`src/rtl/gr_heep_pkg.sv`:
```
// rtl/gr_heep_pkg.sv - platform constants and shared copy-engine types
package gr_heep_pkg;

  localparam int unsigned ExtXbarNMaster = 1;
  localparam int unsigned CopyMasterIdx  = ExtXbarNMaster - 1;

  localparam logic [31:0] KeccakStartAddr = 32'hF000_0000;

  typedef enum logic [2:0] {
    IDLE,
    RD_REQ,
    RD_WAIT,
    WR_REQ,
    WR_WAIT,
    DONE
  } copy_state_e;

endpackage

```
`src/rtl/obi_pkg.sv`:
```
// rtl/obi_pkg.sv - OBI request/response bundles shared across the crossbar
package obi_pkg;

  typedef struct packed {
    logic        req;
    logic        we;
    logic [3:0]  be;
    logic [31:0] addr;
    logic [31:0] wdata;
  } obi_req_t;

  typedef struct packed {
    logic        gnt;
    logic        rvalid;
    logic [31:0] rdata;
  } obi_resp_t;

endpackage

```
`src/rtl/ext_obi_copy_master.sv`:
```
// rtl/ext_obi_copy_master.sv - word-by-word OBI copy initiator, one outstanding transaction
module ext_obi_copy_master
  import obi_pkg::*;
  import gr_heep_pkg::*;
#(
  parameter int LenWidth = 16
) (
  input  logic                clk_i,
  input  logic                rst_i,
  input  logic                start_i,
  input  logic [31:0]         src_addr_i,
  input  logic [31:0]         dst_addr_i,
  input  logic [LenWidth-1:0] len_i,
  input  logic                dst_incr_i,
  output logic                busy_o,
  output logic                done_o,
  output logic [LenWidth-1:0] words_left_o,
  output obi_req_t            master_req_o,
  input  obi_resp_t           master_resp_i
);

  copy_state_e         state, stateNext;
  logic [31:0]         srcPtr, dstPtr, dataReg;
  logic [LenWidth-1:0] count;
  logic                dstIncr;

  always_ff @(posedge clk_i) begin
    if (rst_i) begin
      state   <= IDLE;
      srcPtr  <= '0;
      dstPtr  <= '0;
      dataReg <= '0;
      count   <= '0;
      dstIncr <= 1'b0;
    end else begin
      state <= stateNext;
      case (state)
        IDLE: begin
          if (start_i) begin
            srcPtr  <= src_addr_i & ~32'h3;
            dstPtr  <= dst_addr_i & ~32'h3;
            count   <= len_i;
            dstIncr <= dst_incr_i;
          end
        end
        RD_WAIT: begin
          if (master_resp_i.rvalid) dataReg <= master_resp_i.rdata;
        end
        WR_WAIT: begin
          // A word counts as moved only once its write has been acknowledged.
          if (master_resp_i.rvalid) begin
            count  <= count - LenWidth'(1);
            srcPtr <= srcPtr + 32'd4;
            dstPtr <= dstPtr + (dstIncr ? 32'd4 : 32'd0);
          end
        end
        default: ;
      endcase
    end
  end

  // Request fields depend only on registered state, never on the response.
  always_comb begin
    stateNext    = state;
    master_req_o = '0;
    case (state)
      IDLE: begin
        if (start_i) stateNext = (len_i == '0) ? DONE : RD_REQ;
      end
      RD_REQ: begin
        master_req_o.req  = 1'b1;
        master_req_o.be   = 4'hF;
        master_req_o.addr = srcPtr;
        if (master_resp_i.gnt) stateNext = RD_WAIT;
      end
      RD_WAIT: begin
        if (master_resp_i.rvalid) stateNext = WR_REQ;
      end
      WR_REQ: begin
        master_req_o.req   = 1'b1;
        master_req_o.we    = 1'b1;
        master_req_o.be    = 4'hF;
        master_req_o.addr  = dstPtr;
        master_req_o.wdata = dataReg;
        if (master_resp_i.gnt) stateNext = WR_WAIT;
      end
      WR_WAIT: begin
        if (master_resp_i.rvalid) stateNext = (count > LenWidth'(1)) ? RD_REQ : DONE;
      end
      DONE:    stateNext = IDLE;
      default: stateNext = IDLE;
    endcase
  end

  assign busy_o       = (state != IDLE);
  assign done_o       = (state == DONE);
  assign words_left_o = count;

endmodule

```
`config.mk`:
```
export PLATFORM = sky130hd
export DESIGN_NAME = ext_obi_copy_master
export DESIGN_NICKNAME = d
export VERILOG_FILES = /design/src/rtl/gr_heep_pkg.sv /design/src/rtl/obi_pkg.sv /design/src/rtl/ext_obi_copy_master.sv
export SDC_FILE = /design/constraint.sdc
export NUM_CORES = 1
export LEC_CHECK = 0
export ABC_AREA = 1
export BUFFER_PORTS_ARGS = -buffer_cell sky130_fd_sc_hd__buf_2
export CORE_ASPECT_RATIO = 1.4
export CORE_MARGIN = 3
export CORE_UTILIZATION = 30
export CTS_CLUSTER_DIAMETER = 80
export DETAILED_ROUTE_END_ITERATION = 8
export HOLD_SLACK_MARGIN = 0.12
export SKIP_LAST_GASP = 1
export SYNTH_ARGS = -nofsm -noshare
export SYNTH_HDL_FRONTEND = slang
export SYNTH_SLANG_ARGS = --single-unit
```
`constraint.sdc`:
```
create_clock -name clk_i -period 2.25 [get_ports clk_i]
set_input_delay 0.225 -clock clk_i [delete_from_list [all_inputs] [get_ports clk_i]]
set_output_delay 0.225 -clock clk_i [all_outputs]
set_load 0.01 [all_outputs]
```
==> flow_summary.yaml, run 1 <==
global_routing:
  antenna_found_initial: 0
  first_global_vias: 8123
  met1_usage_pct: 24.9
  grt_max_degree: 87
  grt_first_pass_wirelength_mm: 42.8
  grt.total_usage_pct: 19.9
  gr-total-overflow: 0
  met3_usage_pct: 2.67
  use_met2_pct: 34.9
  grt_busiest_layer: "met2"
setup_path:
  crit_chain: "inv_1, nor2_2, buf_4, nand2_1, buf_4, o21ai_0, buf_2"
  cp-start-kind: "flop"
  slowest_stage: "dfxtp_1"
  r2r-end: "dstPtr[22]$_SDFFE_PP0P_"
  path_class: "reg -> out"
  cp_common_cell: "buf_4"
  arrival_ps: 1980
  crit_path_end: "master_req_o[44]"
  cp_max_fo: 20
  reg2reg_depth: 11
  reg2reg_from: "dstPtr[2]$_SDFFE_PP0P_"
  cp_slowest_stage_delay_ps: 380
  cp-startpoint: "state[0]$_SDFFE_PP0P_"
  required_ps: 2030
  reg2reg_setup_slack_ps: 240
  end_kind: "output port"
yosys:
  synth_compound_area_share_pct: 20.1
  synthArstFlopShare_pct: 0
  synth_mux_area_share_pct: 0
  synth_area_leaders: "dfxtp_1 30%, nand2_1 18%, nor2_1 9.1%, o21ai_0 8.3%, inv_1 7.3%"
  ys_ff_latch: 112
  yosysTopAreaCellShare_pct: 30.3
  yosys.area.top_type: "dfxtp_1"
  ys_seq_area_share_pct: 30.3
  synth_edf_count: 0
  netlist_top_cells_count: "353 x nand2_1, 179 x nor2_1, 143 x inv_1, 122 x o21ai_0, 112 x dfxtp_1"
  syn_avg_cell_area_um2: 5.79
  syn_inst: 1277
  ys_types: 34
  synthAdderAreaFrac_pct: 0.846
  ys_warn_count: 0
  syn_area_um2: 7390
  synth.most_common_cell: "nand2_1"
  synth_xor_area_share_pct: 0.592
  synth_top_family_by_area: "simple AND/OR/NAND/NOR gates"
  synth_simple_gate_area_share_pct: 36.2
  synthFlopType: "dfxtp_1"
placement:
  port_buffers: 199
  dpl_cell_area_um2: 8630
  dp_slack_ps: 191
  place_congestion: 0.900
  dp_hpwl_mm: 20.3
clock_tree:
  cts_buffer_depth: 2
  cts_tree: "done"
  clockRootBuffer: "clkbuf_16"
  clkTransAtPathRegs_ps: 70
  cts_num_sinks: 112
  cts_inserted_buffers: 9
  htree_num_levels: 3
  clk_latency_ps: 370
route:
  vias: 8679
  drc: 0
  routed_wl_mm: 26.9
  first_pass_iters: 5
  ant_nets: 0
  viasPerCell: 4.94
  detail_route.wl_per_cell_um: 15.3
  drt_iter0_markers: 623
sta:
  worst_pin_slew_ps: 838
  setup_viol: 0
  rsz0062_at_grt: "true"
  max_freq_ghz: 0.454
  period_minus_slack_ps: 2200
  hold_viol: 0
  slew_viol_final: 0
  post-route-period-util_pct: 97.9
  finalClockSkew_ps: 14.4
  timing.final.ws_setup_ps: 46.9
  maxSlewHeadroom_pct: 44.1
  fin_setup_tns_ps: 0
floorplan:
  die_w_um: 139
  die_h_um: 192
  initial_core_util_pct: 30.7
  die_area_um2: 26600
  core-area_um2: 24100
  rows: 67
  ioPinCount: 206
power_and_ir_drop:
  power_leakage_uw: 0.00379
  ir_worst_vdd_mv: 0.425
  p_per_area_nw_per_um2: 895
final_layout:
  area_growth_pct: 21.6
  n_antenna_cell: 0
  layout.nets: 1566
  fin_area_um2: 8990
  drive_above_1_share_pct: 17.9
flow_run:
  maxCapViolCount: 0
status:
  status: "finished clean"
min_path:
  worstHoldPathType: "in -> reg"
[power breakdown]
group          switching (µW)  internal, µW  total (µW)
logic                    2120          1090        3210
clock network             803          1040        1850
registers                 518          2480        2990
[worst min-delay path by stage]
stage | cells after the start | slack, ps | from | endpoint
after floorplan | 2 | 360 | dst_incr_i | dstIncr$_SDFFE_PP0P_
after global placement | 2 | 440 | dataReg[29]$_SDFFE_PP0P_ | dataReg[29]$_SDFFE_PP0P_
after detailed placement | 2 | 450 | dataReg[6]$_SDFFE_PP0P_ | dataReg[6]$_SDFFE_PP0P_
after CTS | 3 | 120 | src_addr_i[5] | srcPtr[5]$_SDFFE_PP0P_
after global routing | 3 | 130 | src_addr_i[5] | srcPtr[5]$_SDFFE_PP0P_
final | 3 | 130 | src_addr_i[5] | srcPtr[5]$_SDFFE_PP0P_
[per-stage QoR]
step / cells / utilization [%] / hold slack (ps) / total power, µW
floorplan: 1278 / - / 360 / 5140
global placement: 1740 / 35.9 / 440 / 6190
detailed placement: 1740 / 35.9 / 448 / 6240
CTS: 1758 / 37.3 / 120 / 8100
global route: 1758 / 37.4 / 133 / 8680
finish: 1758 / 37.4 / 133 / 8050
[state kept, by name, summed over array words and instances, names as in the netlist]
register,flops
dstPtr,30
dstIncr,1
state,3
dataReg,32
words_left_o,16
srcPtr,30
[routing by layer]
layer | vias to the layer above | wire length [µm]
li1 | 4431 | -
met1 | 3878 | 11400
met2 | 325 | 13000
met3 | 45 | 1770
met4 | 0 | 795
met5 | - | 0
[cell type report]
cell class,instances,area [µm²]
fillers,2712,15100
multi-input cells,951,4290
well taps,310,388
repair buffers,220,1170
flip-flops and latches,112,2240
inverters,149,562
clock inverters,4,76.3
clock buffers,12,256
[critical path: cells and delay by family, from the launching register on]
kind | cells | cell delay, ps
buffers and inverters | 4 | 720
flip-flops | 1 | 380
AO/OA/AOI/OAI | 1 | 320
AND/OR/NAND/NOR | 2 | 200
[logic make-up after synthesis]
| family | Yosys count |
|---|---|
| AO/OA/AOI/OAI | 281 |
| XOR/XNOR | 5 |
| adder cells (fa/ha/maj) | 5 |
| buffers and inverters | 215 |
| flip-flops | 112 |
| other | 1 |
| AND/OR/NAND/NOR | 658 |
[timing repair]
action,CTS,global route
setup buffers,0,0
cloned,0,0
gates resized for setup,1,6
hold endpoints to repair,2,0
pin swaps,0,0
hold buffers,2,0
endpoints found under the setup margin,2,10
[placed cells by master (no fill, tap or decap), types with 3 or more instances in the layout]
| cell | instances |
|---|---|
| a211oi_1 | 5 |
| a21oi_1 | 104 |
| a31oi_1 | 11 |
| buf_2 | 199 |
| buf_4 | 17 |
| clkbuf_16 | 9 |
| dfxtp_1 | 111 |
| ha_1 | 4 |
| inv_1 | 143 |
| inv_2 | 4 |
| nand2_1 | 353 |
| nand2_2 | 3 |
| nand3_1 | 85 |
| nand3b_1 | 5 |
| nand4_1 | 8 |
| nor2_1 | 177 |
| nor2_2 | 5 |
| nor3_1 | 11 |
| o211ai_1 | 6 |
| o21ai_0 | 121 |
| o21ai_1 | 11 |
| o21bai_1 | 3 |
| o22ai_1 | 17 |
| or2_2 | 8 |
| xor2_1 | 4 |
(Power assumes the default switching activity.)
==> run 2, diff against run 1 <==
REMOVE_ABC_BUFFERS = 1   (was unset)
==> run 2 against run 1 <==
  * Register-to-register slack barely moved
  * First-iteration DRC count is 8.7% lower
  * Worst setup slack gained 100 ps
  * Global-route usage is 0.48 points lower
  * Utilization is 0.24 points higher
  * Sequential power about the same
  * Clock-buffer cell count did not move
  * Combinational power hardly changed
  * Sequential share of layout area decreased by 0.16 points
  * Largest cell class unchanged
==> flow_summary.yaml, run 2 (synthesized netlist as in run 1, its figures left out) <==
status:
  status: "finished clean"
clock_tree:
  cts_tree: "done"
  htree_num_levels: 3
  cts_inserted_buffers: 9
  cts_buffer_depth: 2
  clockRootBuffer: "clkbuf_16"
  clkTransAtPathRegs_ps: 80
  cts_num_sinks: 112
  clk_latency_ps: 370
  post-cts-setup-buffer-count: 0
floorplan:
  die_w_um: 139
  ioPinCount: 206
  die_h_um: 192
  die_area_um2: 26600
  core-area_um2: 24100
  rows: 67
  initial_core_util_pct: 30.7
setup_path:
  cp-start-kind: "flop"
  r2r-end: "dstPtr[22]$_SDFFE_PP0P_"
  reg2reg_depth: 11
  reg2reg_setup_slack_ps: 230
  arrival_ps: 1880
  path_class: "reg -> out"
  end_kind: "output port"
  slowest_stage: "dfxtp_2"
  cp_slowest_stage_delay_ps: 360
  cp_common_cell: "buf_4"
  cp_max_fo: 24
  reg2reg_from: "dstPtr[2]$_SDFFE_PP0P_"
  crit_chain: "inv_1, buf_4, nand2_1, buf_4, o21ai_0, buf_2"
  required_ps: 2030
final_layout:
  largest_reg_flops: 32
  fin_area_um2: 9050
  final_common_cell: "nand2_1"
  drive_above_1_share_pct: 17.7
  area_growth_pct: 22.4
  top_register: "dataReg"
  top_regs: "dataReg x32, dstPtr x30, srcPtr x30"
  area.sequential_um2: 2240
  n_fill_cell: 2699
  layout.nets: 1568
  mostFrequentLayoutCells: "353 x nand2_1, 199 x buf_2, 177 x nor2_1, 143 x inv_1, 122 x o21ai_0"
  multiInputGateArea_um2: 4300
sta:
  rsz0062_at_grt: "true"
  period_minus_slack_ps: 2100
  whs_ps: 130
  worst_pin_slew_ps: 768
  slew_viol_final: 0
  max_freq_ghz: 0.476
  hold_viol: 0
  maxSlewHeadroom_pct: 48.8
  post-route-period-util_pct: 93.4
  finalClockSkew_ps: 9.53
  setup_viol: 0
power_and_ir_drop:
  ir_worst_vdd_mv: 0.407
  p_per_area_nw_per_um2: 886
  power_leakage_uw: 0.00381
route:
  viasPerCell: 4.89
  drt_iter0_markers: 569
  first_pass_iters: 5
  routed_wl_mm: 26.8
  ant_nets: 0
  drc: 0
  detail_route.wl_per_cell_um: 15.2
  vias: 8620
min_path:
  min_to: "dstPtr[2]$_SDFFE_PP0P_"
  whs_path_depth: 3
  min_from: "dst_addr_i[2]"
  worstHoldPathType: "in -> reg"
placement:
  dpl_cell_area_um2: 8620
  place_congestion: 0.925
  port_buffers: 199
  dp_hpwl_mm: 19.8
global_routing:
  antenna_found_initial: 2
  gr-total-overflow: 0
  first_global_vias: 8161
  grt_first_pass_wirelength_mm: 41.6
  grt_max_degree: 110
  grt.total_usage_pct: 19.4
flow_run:
  maxCapViolCount: 0
run 2: worst max-delay path, delay by kind of cell, from the launching register on:
| kind | cells | cell delay (ps) |
|---|---|---|
| buf+inv | 4 | 710 |
| compound gates | 1 | 360 |
| flops | 1 | 360 |
| simple gates | 1 | 70 |
run 2: layer usage:
| metal | GRT usage (%) | part of all wire [%] |
|---|---|---|
| met3 | 1.94 | 3.8 |
| met1 | 22.4 | 41 |
| met4 | 10.2 | 5.0 |
| met5 | 0 | 0 |
| met2 | 35.3 | 50 |
run 2: worst max path at each step:
stage	startpoint	endpoint
after floorplan	state[0]$_SDFFE_PP0P_	dstPtr[21]$_SDFFE_PP0P_
after global placement	dstPtr[2]$_SDFFE_PP0P_	dstPtr[22]$_SDFFE_PP0P_
after detailed placement	dstPtr[2]$_SDFFE_PP0P_	dstPtr[22]$_SDFFE_PP0P_
after CTS	state[1]$_SDFFE_PP0P_	master_req_o[26]
after global routing	dstPtr[2]$_SDFFE_PP0P_	dstPtr[22]$_SDFFE_PP0P_
final	state[1]$_SDFFE_PP0P_	master_req_o[47]
run 2: stage by stage:
step                      instances  setup WS [ps]  util (%)  setup TNS [ps]  total power, µW
after floorplan                1212          -1260         -          -87660             4920
after global placement         1737            152      35.8               0             6110
after detailed placement       1737            104      35.8               0             6160
after CTS                      1760           37.6      37.5               0             8050
after global routing           1762          -15.6      37.6           -15.6             8630
final                          1762            149      37.6               0             8020
run 2: power by group:
part	switching (µW)	internal (µW)
sequential	501	2480
combinational	2110	1090
clock	798	1040
total	3410	4610
run 2: layout make-up:
class	instances	area share (%)
antenna	2	0.0553
clock buffer	12	2.83
clock inverter	4	0.816
inverter	149	6.21
multi-input combinational	951	47.5
sequential	112	24.8
tap	310	4.29
timing repair buffer	222	13.5
run 2: what timing repair did:
item / in CTS / in global routing
hold endpoints to repair: 7 / 0
endpoints found under the setup margin: 32 / 23
hold buffers: 7 / 0
gates resized for setup: 4 / 6
cloned: 0 / 0
